===== src/rtl/disp_pkg.sv =====
// Shared display constants, source/state encodings and edit-field masks
// for the display arbiter.
package disp_pkg;

  localparam logic [3:0] DIGIT_BLANK = 4'hF;
  localparam logic [3:0] DIGIT_POINT = 4'hA;

  typedef enum logic [1:0] {
    SRC_CLOCK     = 2'd0,
    SRC_CALENDAR  = 2'd1,
    SRC_ALARM     = 2'd2,
    SRC_COUNTDOWN = 2'd3
  } disp_src_e;

  typedef enum logic [1:0] {
    VIEW  = 2'd0,
    ALARM = 2'd1,
    CDONE = 2'd2
  } arb_state_e;

  // Bits of the 32-bit image that belong to each editable field.
  function automatic logic [31:0] field_mask(input logic [1:0] field);
    logic [31:0] m;
    case (field)
      2'd0:    m = 32'hFF00_0000;
      2'd1:    m = 32'h000F_F000;
      2'd2:    m = 32'h0000_00FF;
      default: m = 32'h0000_0000;
    endcase
    return m;
  endfunction

endpackage


===== src/rtl/blink_gen.sv =====
// Blink phase generator: free-running 0..MCNT counter, phase toggles on wrap;
// restart forces count 0 and phase on so the flashed field shows at once.
module blink_gen #(
  parameter int unsigned MCNT = 3
) (
  input  logic Clk,
  input  logic Reset,
  input  logic restart_i,
  output logic phase_next_o
);

  localparam int W = (MCNT > 0) ? $clog2(MCNT + 1) : 1;
  localparam logic [W-1:0] CNT_MAX = W'(MCNT);

  logic [W-1:0] cnt_q, cnt_d;
  logic         phase_q, phase_d;

  always_comb begin
    cnt_d   = cnt_q + 1'b1;
    phase_d = phase_q;
    if (restart_i) begin
      cnt_d   = '0;
      phase_d = 1'b1;
    end else if (cnt_q == CNT_MAX) begin
      cnt_d   = '0;
      phase_d = ~phase_q;
    end
  end

  always_ff @(posedge Clk) begin
    if (Reset) begin
      cnt_q   <= '0;
      phase_q <= 1'b1;
    end else begin
      cnt_q   <= cnt_d;
      phase_q <= phase_d;
    end
  end

  // Outputs downstream are registered from next-state, so hand out phase_d.
  assign phase_next_o = phase_d;

endmodule


===== src/rtl/disp_arbiter.sv =====
// Display owner: picks clock/calendar/alarm/countdown image, pre-empts on events.
// VIEW: user-selected view | ALARM: alarm ring, clock flashing | CDONE: countdown expiry flashing
module disp_arbiter
  import disp_pkg::*;
#(
  parameter int unsigned MCNT_BLINK   = 25_000_000 - 1,
  parameter int unsigned ALARM_SHOW_S = 60
) (
  input  logic        Clk,
  input  logic        Reset,
  input  logic        Mode_key,
  input  logic        Ack_key,
  input  logic        Sec_tick,
  input  logic [31:0] Clock_data,
  input  logic [31:0] Calendar_data,
  input  logic [31:0] Alarm_data,
  input  logic [31:0] Countdown_data,
  input  logic        Alarm_req,
  input  logic        Countdown_done,
  input  logic        Edit_en,
  input  logic [1:0]  Edit_field,
  output logic [31:0] Disp_data,
  output logic [1:0]  Disp_src,
  output logic        Event_active,
  output logic        Buzzer_en
);

  localparam logic [5:0]  SHOW_S    = 6'(ALARM_SHOW_S);
  localparam logic [31:0] ALL_BLANK = {8{DIGIT_BLANK}};

  arb_state_e  state_q, state_d;
  logic [1:0]  view_q, view_d;
  logic [5:0]  sec_cnt_q, sec_cnt_d;
  logic        alarm_req_q, edit_en_q;
  logic [1:0]  edit_field_q;
  logic        alarm_rise, timeout, entry, restart, phase_d;

  logic [31:0] disp_data_q, disp_data_d, view_image, mask;
  logic [1:0]  disp_src_q, disp_src_d;
  logic        event_q, event_d, buzzer_q, buzzer_d;

  assign alarm_rise = Alarm_req & ~alarm_req_q;
  assign timeout    = (sec_cnt_q == SHOW_S);

  always_comb begin
    state_d = state_q;
    view_d  = view_q;
    entry   = 1'b0;
    case (state_q)
      VIEW: begin
        if (alarm_rise) begin
          state_d = ALARM;
          entry   = 1'b1;
        end else if (Countdown_done) begin
          state_d = CDONE;
          entry   = 1'b1;
        end else if (Mode_key) begin
          view_d = view_q + 2'd1;
        end
      end
      ALARM, CDONE: begin
        // A fresh alarm edge always (re)enters ALARM and outranks dismissal.
        if (alarm_rise) begin
          state_d = ALARM;
          entry   = 1'b1;
        end else if (Ack_key || timeout) begin
          state_d = VIEW;
          entry   = 1'b1;
        end
      end
      default: begin
        state_d = VIEW;
        entry   = 1'b1;
      end
    endcase
  end

  always_comb begin
    sec_cnt_d = sec_cnt_q;
    if (entry)
      sec_cnt_d = '0;
    else if (state_q != VIEW && Sec_tick)
      sec_cnt_d = sec_cnt_q + 6'd1;
  end

  assign restart = entry | (Edit_field != edit_field_q) | (Edit_en & ~edit_en_q);

  blink_gen #(
    .MCNT (MCNT_BLINK)
  ) u_blink (
    .Clk          (Clk),
    .Reset        (Reset),
    .restart_i    (restart),
    .phase_next_o (phase_d)
  );

  always_comb begin
    case (view_d)
      SRC_CLOCK:    view_image = Clock_data;
      SRC_CALENDAR: view_image = Calendar_data;
      SRC_ALARM:    view_image = Alarm_data;
      default:      view_image = Countdown_data;
    endcase
  end

  assign mask = field_mask(Edit_field);

  always_comb begin
    disp_src_d  = view_d;
    disp_data_d = view_image;
    event_d     = 1'b0;
    buzzer_d    = 1'b0;
    case (state_d)
      ALARM: begin
        disp_src_d  = SRC_CLOCK;
        disp_data_d = phase_d ? Clock_data : ALL_BLANK;
        event_d     = 1'b1;
        buzzer_d    = phase_d;
      end
      CDONE: begin
        disp_src_d  = SRC_COUNTDOWN;
        disp_data_d = phase_d ? Countdown_data : ALL_BLANK;
        event_d     = 1'b1;
        buzzer_d    = phase_d;
      end
      default: begin
        if (Edit_en && Edit_field != 2'd3 && !phase_d)
          disp_data_d = (view_image & ~mask) | (ALL_BLANK & mask);
      end
    endcase
  end

  always_ff @(posedge Clk) begin
    if (Reset) begin
      state_q      <= VIEW;
      view_q       <= 2'd0;
      sec_cnt_q    <= '0;
      alarm_req_q  <= 1'b0;
      edit_en_q    <= 1'b0;
      edit_field_q <= 2'd0;
      disp_data_q  <= '0;
      disp_src_q   <= 2'd0;
      event_q      <= 1'b0;
      buzzer_q     <= 1'b0;
    end else begin
      state_q      <= state_d;
      view_q       <= view_d;
      sec_cnt_q    <= sec_cnt_d;
      alarm_req_q  <= Alarm_req;
      edit_en_q    <= Edit_en;
      edit_field_q <= Edit_field;
      disp_data_q  <= disp_data_d;
      disp_src_q   <= disp_src_d;
      event_q      <= event_d;
      buzzer_q     <= buzzer_d;
    end
  end

  assign Disp_data    = disp_data_q;
  assign Disp_src     = disp_src_q;
  assign Event_active = event_q;
  assign Buzzer_en    = buzzer_q;

endmodule


===== config.mk =====
export PLATFORM = sky130hd
export DESIGN_NAME = disp_arbiter
export DESIGN_NICKNAME = d
export VERILOG_FILES = /design/src/rtl/disp_pkg.sv /design/src/rtl/blink_gen.sv /design/src/rtl/disp_arbiter.sv
export SDC_FILE = /design/constraint.sdc
export NUM_CORES = 1
export LEC_CHECK = 0
export ABC_CLOCK_PERIOD_IN_PS = 3170
export CAP_MARGIN = 20
export CORE_ASPECT_RATIO = 1.4
export CORE_MARGIN = 3
export CORE_UTILIZATION = 45
export CTS_BUF_LIST = sky130_fd_sc_hd__clkbuf_2
export DETAILED_ROUTE_END_ITERATION = 10
export PLACE_DENSITY = 0.8
export SYNTH_ARGS = -nofsm -noshare
export SYNTH_HDL_FRONTEND = slang
export SYNTH_SLANG_ARGS = --single-unit

===== constraint.sdc =====
create_clock -name Clk -period 3.17 [get_ports Clk]
set_input_delay 0.317 -clock Clk [delete_from_list [all_inputs] [get_ports Clk]]
set_output_delay 0.317 -clock Clk [all_outputs]
set_load 0.05 [all_outputs]

==> results summary <==
The number of buffers added on ports is between 150 and 200. The largest driver fanout on the critical path came out at 13. Of the total power, the clock network draws between 10 and 15%. The global router's overall resource usage is 27.7%. The simple-gate portion of the synthesized area came out at 26.1%.

Of the available clock period, the critical path in the final layout requires about 92%. The number of stages on the worst hold path is 2. On the final layout, the worst clock skew is 42.9 ps.

The count of different cell masters after synthesis came out at 54. The average routed wire per standard cell came out at 19.9 um. After Yosys synthesis, full adders, half adders and majority gates account for approximately 1.5% of the synthesized area.

The worst min-delay path class is in -> reg. The sequential cell fraction of total power is 36.0%. The count of nets left with antenna violations once routing finished came out at 0. The effective utilization at floorplan is 46.6%. The delay of the slowest critical-path stage came out at 410 ps. The clock tree from TritonCTS is yes. The ratio of cells with drive above 1 in the final layout is 9.98%. STA classifies the critical path endpoint as a flip-flop. The total CTS buffers is 9.

The top-level I/O count is 174. In this run the cell area of the synthesized design comes to 5790 um^2. Entering global routing, the biggest net connects 130 pins. For this run, the register share of the synthesized area comes to a little over a quarter.

The clock-pin slew on the worst setup and hold paths is 240 ps. The placed wire-length estimate came out at 14200 um. The vertical die dimension came out at 140 um. The total of fill cells in the finished design came out at 1072. Prior to clock tree synthesis, the placed netlist has a worst setup slack of 248 ps. The logic depth of the worst register-to-register path is 14. The proportion of synthesized area in mux cells came out at 4.43%. The final number of max-transition violations is 0. The number of warnings reported in the yosys synthesis log is 0. The arrival time at the worst endpoint came out at 3350 ps. The number of design-rule violations left by the first detailed-router iteration is approximately 390.

Summing all placed instances gives a cell area of between 7000 and 8000 um^2. Walking the worst path, the cells encountered are inv_1 > ha_4 > nor3b_1 > a222oi_1 > nor2_1 > buf_4 > ha_1 > nor2b_4 > nor2_1 > nor4_4 > buf_4 > buf_12 > a221oi_1 > o22ai_1. Routability-driven placement finished with a final weighted congestion of 0.909. The number of detailed-routing iterations run before antenna repair is 7. The flow ran to the end, and the final reports show no timing, DRC or antenna violations. The upper clock frequency limit is 342 MHz. The critical path in this run is classified as reg -> reg.

The leakage power summed over all cells came out at 2.86 nW. The first global-routing pass estimated 31900 um of wire. The required time reported for the critical path endpoint is 3590 ps. In this run the clock root is driven by a sky130_fd_sc_hd__clkbuf_2. The power density over cell area came out at 406 nW/um^2. Summed over all nets, the switching power comes to 0.00133 W. The cell-internal power is 0.00180 W. The share of the synthesized area in compound gates (AO/OA/AOI/OAI) is just under 30%. The kind of cell with the highest combined delay along the critical path is compound AO/OA/AOI/OAI gates. The minimum setup slack among reg-to-reg paths came out at 240 ps.

The TritonCTS sink count is 76. The total non-filler cell area in the finished layout came out at 7700 um^2. The post-detailed-routing wire length is 20200 um. The pin slew with the least headroom to its limit is roughly 830 ps. The routed layout has ~6600 vias. The fraction of power spent switching nets came out at 42.4%. For this run, design rule violations remaining after detail routing come to 0. The number of enable flip-flop cells after synthesis came out at 0. Synthesis produced a netlist whose cell count is between 700 and 800. The per-instance average area after synthesis is roughly 8 um^2. From synthesis to final layout, the design area changed by 33.0%.

The total congestion overflow after global routing is 0. The worst relative slew slack is 45.0%. After Yosys synthesis, XOR and XNOR cells account for 4.69% of the synthesized area. The final number of hold-violating endpoints was 0.

The standard cell core area came out at 12400 um^2. The die footprint is 14300 um^2. The total number of placement rows is 48. The logic depth of the worst path, buffers included is 14.

After synthesis, the largest family of logic cells by area is compound AO/OA/AOI/OAI gates. The slowest stage of the critical path belongs to the cell sky130_fd_sc_hd__a222oi_1. The initial antenna violation count is 1.

The post-route minimum period came out at 2930 ps. For this run, the post-layout net count is 1004. The post-synthesis net count came out at 868. The most used flip-flop cell after synthesis is sky130_fd_sc_hd__dfxtp_1. Across the run, the number of max-cap violations was 0.

The clock latency on the worst-skew pair is 550 ps. Per report_power, the combinational group accounts for 49.8% of the total. The maximum number of buffers from clock root to sink is 2. The via count of the first global-routing pass came to 6665. The combined buffer and inverter count along the critical path came out at 4. The final critical-path setup slack came out at 244 ps. In this run the horizontal extent of the chip is 102 um. The peak supply drop is 0.000242 V. The number of vias per cell is 6.49. STA classifies the critical path startpoint as a flip-flop.

The final count of negative-setup-slack endpoints came out at 0. The register bit total from synthesis came out at 76. In the synthesized netlist the async set-or-reset flop fraction comes to 0%.

The H-tree depth is 3.
-- worst register-to-register path, stage by stage (launching register included) --
cell and delay, ps:
sky130_fd_sc_hd__dfxtp_2 370, sky130_fd_sc_hd__inv_1 110, sky130_fd_sc_hd__ha_4 230, sky130_fd_sc_hd__nor3b_1 140, sky130_fd_sc_hd__a222oi_1 410, sky130_fd_sc_hd__nor2_1 120, sky130_fd_sc_hd__buf_4 150, sky130_fd_sc_hd__ha_1 200
sky130_fd_sc_hd__nor2b_4 130, sky130_fd_sc_hd__nor2_1 170, sky130_fd_sc_hd__nor4_4 70, sky130_fd_sc_hd__buf_4 170, sky130_fd_sc_hd__buf_12 150, sky130_fd_sc_hd__a221oi_1 230, sky130_fd_sc_hd__o22ai_1 130
-- Yosys cell counts (2+ instances only) --
master / count / area, um^2
sky130_fd_sc_hd__dfxtp_1: 76 / 1520
sky130_fd_sc_hd__nand2_1: 72 / 270
sky130_fd_sc_hd__a211oi_1: 66 / 495
sky130_fd_sc_hd__nor2_1: 61 / 229
sky130_fd_sc_hd__clkbuf_1: 56 / 210
sky130_fd_sc_hd__and3_1: 48 / 300
sky130_fd_sc_hd__nor3_1: 36 / 180
sky130_fd_sc_hd__a21oi_1: 33 / 165
sky130_fd_sc_hd__a311oi_1: 25 / 219
sky130_fd_sc_hd__o22ai_1: 24 / 150
sky130_fd_sc_hd__a221oi_2: 20 / 300
sky130_fd_sc_hd__mux2i_1: 20 / 200
sky130_fd_sc_hd__xor2_1: 17 / 149
sky130_fd_sc_hd__nand3_1: 15 / 75.1
sky130_fd_sc_hd__xnor2_1: 14 / 123
sky130_fd_sc_hd__o21ai_0: 13 / 65.1
sky130_fd_sc_hd__inv_1: 9 / 33.8
sky130_fd_sc_hd__nor2b_1: 9 / 56.3
sky130_fd_sc_hd__ha_1: 7 / 87.6
sky130_fd_sc_hd__o221ai_1: 7 / 61.3
sky130_fd_sc_hd__a221oi_1: 6 / 52.6
sky130_fd_sc_hd__a22o_1: 6 / 52.6
sky130_fd_sc_hd__buf_6: 6 / 67.6
sky130_fd_sc_hd__nand4_1: 6 / 37.5
sky130_fd_sc_hd__nor3b_1: 6 / 45.0
sky130_fd_sc_hd__o311ai_0: 6 / 52.6
sky130_fd_sc_hd__and4_1: 5 / 43.8
sky130_fd_sc_hd__clkbuf_8: 5 / 68.8
sky130_fd_sc_hd__mux2_2: 5 / 56.3
sky130_fd_sc_hd__nand2b_1: 5 / 31.3
sky130_fd_sc_hd__dlygate4sd3_1: 3 / 30.0
sky130_fd_sc_hd__nor4_4: 3 / 63.8
sky130_fd_sc_hd__a21boi_0: 2 / 15.0
sky130_fd_sc_hd__a31oi_1: 2 / 12.5
sky130_fd_sc_hd__and3b_1: 2 / 17.5
sky130_fd_sc_hd__buf_2: 2 / 10.0
sky130_fd_sc_hd__nand3b_1: 2 / 15.0
sky130_fd_sc_hd__nand4b_1: 2 / 17.5
sky130_fd_sc_hd__nor4_2: 2 / 25.0
sky130_fd_sc_hd__nor4b_4: 2 / 47.6
sky130_fd_sc_hd__o31ai_1: 2 / 15.0
sky130_fd_sc_hd__or3_1: 2 / 12.5
sky130_fd_sc_hd__or4_1: 2 / 15.0
-- final cells by class --
class / count / area [um^2] / area share [%]
Multi-Input combinational cell: 563 / 3880 / 50.3
Timing Repair Buffer: 200 / 2000 / 26.0
Inverter: 9 / 33.8 / 0.439
Clock buffer: 10 / 50.0 / 0.650
Sequential cell: 76 / 1530 / 19.9
Tap cell: 150 / 188 / 2.44
Clock inverter: 4 / 18.8 / 0.244
Antenna cell: 1 / 2.50 / 0.0325
-- stage by stage --
| step | hold slack, ps | instances | TNS, ps | util [%] | total power [W] |
|---|---|---|---|---|---|
| 6_report | 417 | 1013 | 0 | 62.0 | 0.00312 |
| 5_1_grt | 400 | 1013 | -31.8 | 62.0 | 0.00326 |
| 4_1_cts | 389 | 1008 | 0 | 61.4 | 0.00309 |
| 3_5_place_dp | 455 | 994 | 0 | 60.8 | 0.00266 |
| 3_3_place_gp | 442 | 994 | 0 | 60.8 | 0.00264 |
| 2_1_floorplan | 426 | 723 | 0 | - | 0.00209 |
-- layout by cell type (no fill, tap or decap), types with 3 or more instances in the layout --
master	Yosys	routed
sky130_fd_sc_hd__mux2i_1	20	20
sky130_fd_sc_hd__nor3_1	36	36
sky130_fd_sc_hd__clkinv_1	0	3
sky130_fd_sc_hd__and3_1	48	48
sky130_fd_sc_hd__xnor2_1	14	14
sky130_fd_sc_hd__xor2_1	17	17
sky130_fd_sc_hd__nand3_1	15	15
sky130_fd_sc_hd__dfxtp_2	0	4
sky130_fd_sc_hd__a221oi_1	6	6
sky130_fd_sc_hd__dfxtp_1	76	71
sky130_fd_sc_hd__nor3b_1	6	6
sky130_fd_sc_hd__a21oi_1	33	33
sky130_fd_sc_hd__buf_4	0	22
sky130_fd_sc_hd__nand4_1	6	6
sky130_fd_sc_hd__nand2_1	72	71
sky130_fd_sc_hd__a221oi_2	20	20
sky130_fd_sc_hd__a22o_1	6	6
sky130_fd_sc_hd__a211oi_1	66	65
sky130_fd_sc_hd__and4_1	5	5
sky130_fd_sc_hd__nand2b_1	5	4
sky130_fd_sc_hd__ha_1	7	5
sky130_fd_sc_hd__nor4_4	3	3
sky130_fd_sc_hd__o221ai_1	7	7
sky130_fd_sc_hd__o22ai_1	24	24
sky130_fd_sc_hd__mux2_2	5	5
sky130_fd_sc_hd__a311oi_1	25	25
sky130_fd_sc_hd__nor2_1	61	61
sky130_fd_sc_hd__clkbuf_2	0	10
sky130_fd_sc_hd__clkdlybuf4s50_1	0	173
sky130_fd_sc_hd__buf_12	0	4
sky130_fd_sc_hd__nor2b_1	9	7
sky130_fd_sc_hd__o311ai_0	6	6
sky130_fd_sc_hd__inv_1	9	9
sky130_fd_sc_hd__o21ai_0	13	13
-- cell families after synthesis --
group                    after synthesis
flip-flops                            76
buffers and inverters                 84
XOR/XNOR                              31
AO/OA/AOI/OAI                        217
adder cells (fa/ha/maj)                7
AND/OR/NAND/NOR                      283
multiplexers                          25
-- repair_timing --
item | 4_1_cts | 5_1_grt
setup endpoints to repair | 0 | 14
buffers inserted | 0 | 3
gates resized for setup | 0 | 6
hold buffers | 0 | 0
-- power by group through the flow --
stage	sequential [W]	clock, W	combinational [W]
finish	0.00112	0.000445	0.00156
CTS	0.00112	0.000443	0.00153
global route	0.00113	0.000479	0.00165
detailed placement	0.00114	0	0.00152
global placement	0.00114	0	0.00149
floorplan	0.00148	0	0.000609
-- layer usage --
metal  share of wire, %  vias to the layer above  track usage, %
met5                  0                        -               0
met1                 37                     3097            31.0
met2                 51                      383            48.5
met3                8.7                       66            5.98
met4                3.7                        0            14.1
li1                   -                     3026               -
-- sequential cells by signal (all words and copies together), names as in the netlist --
register and cells:
Disp_data 32, u_blink.cnt_q 25, sec_cnt_q 6, Disp_src 2
edit_field_q 2, state_q 2, view_q 2, Buzzer_en 1
Event_active 1, alarm_req_q 1, edit_en_q 1, u_blink.phase_q 1
-- final timing paths --
| path | start | endpoint |
|---|---|---|
| min | Alarm_req | alarm_req_q |
| max reg2reg | state_q[0] | Disp_data[1] |
| min reg2reg | u_blink.cnt_q[0] | u_blink.cnt_q[0] |
| max | state_q[0] | Disp_data[1] |
Power figures use the tool's default switching activity.
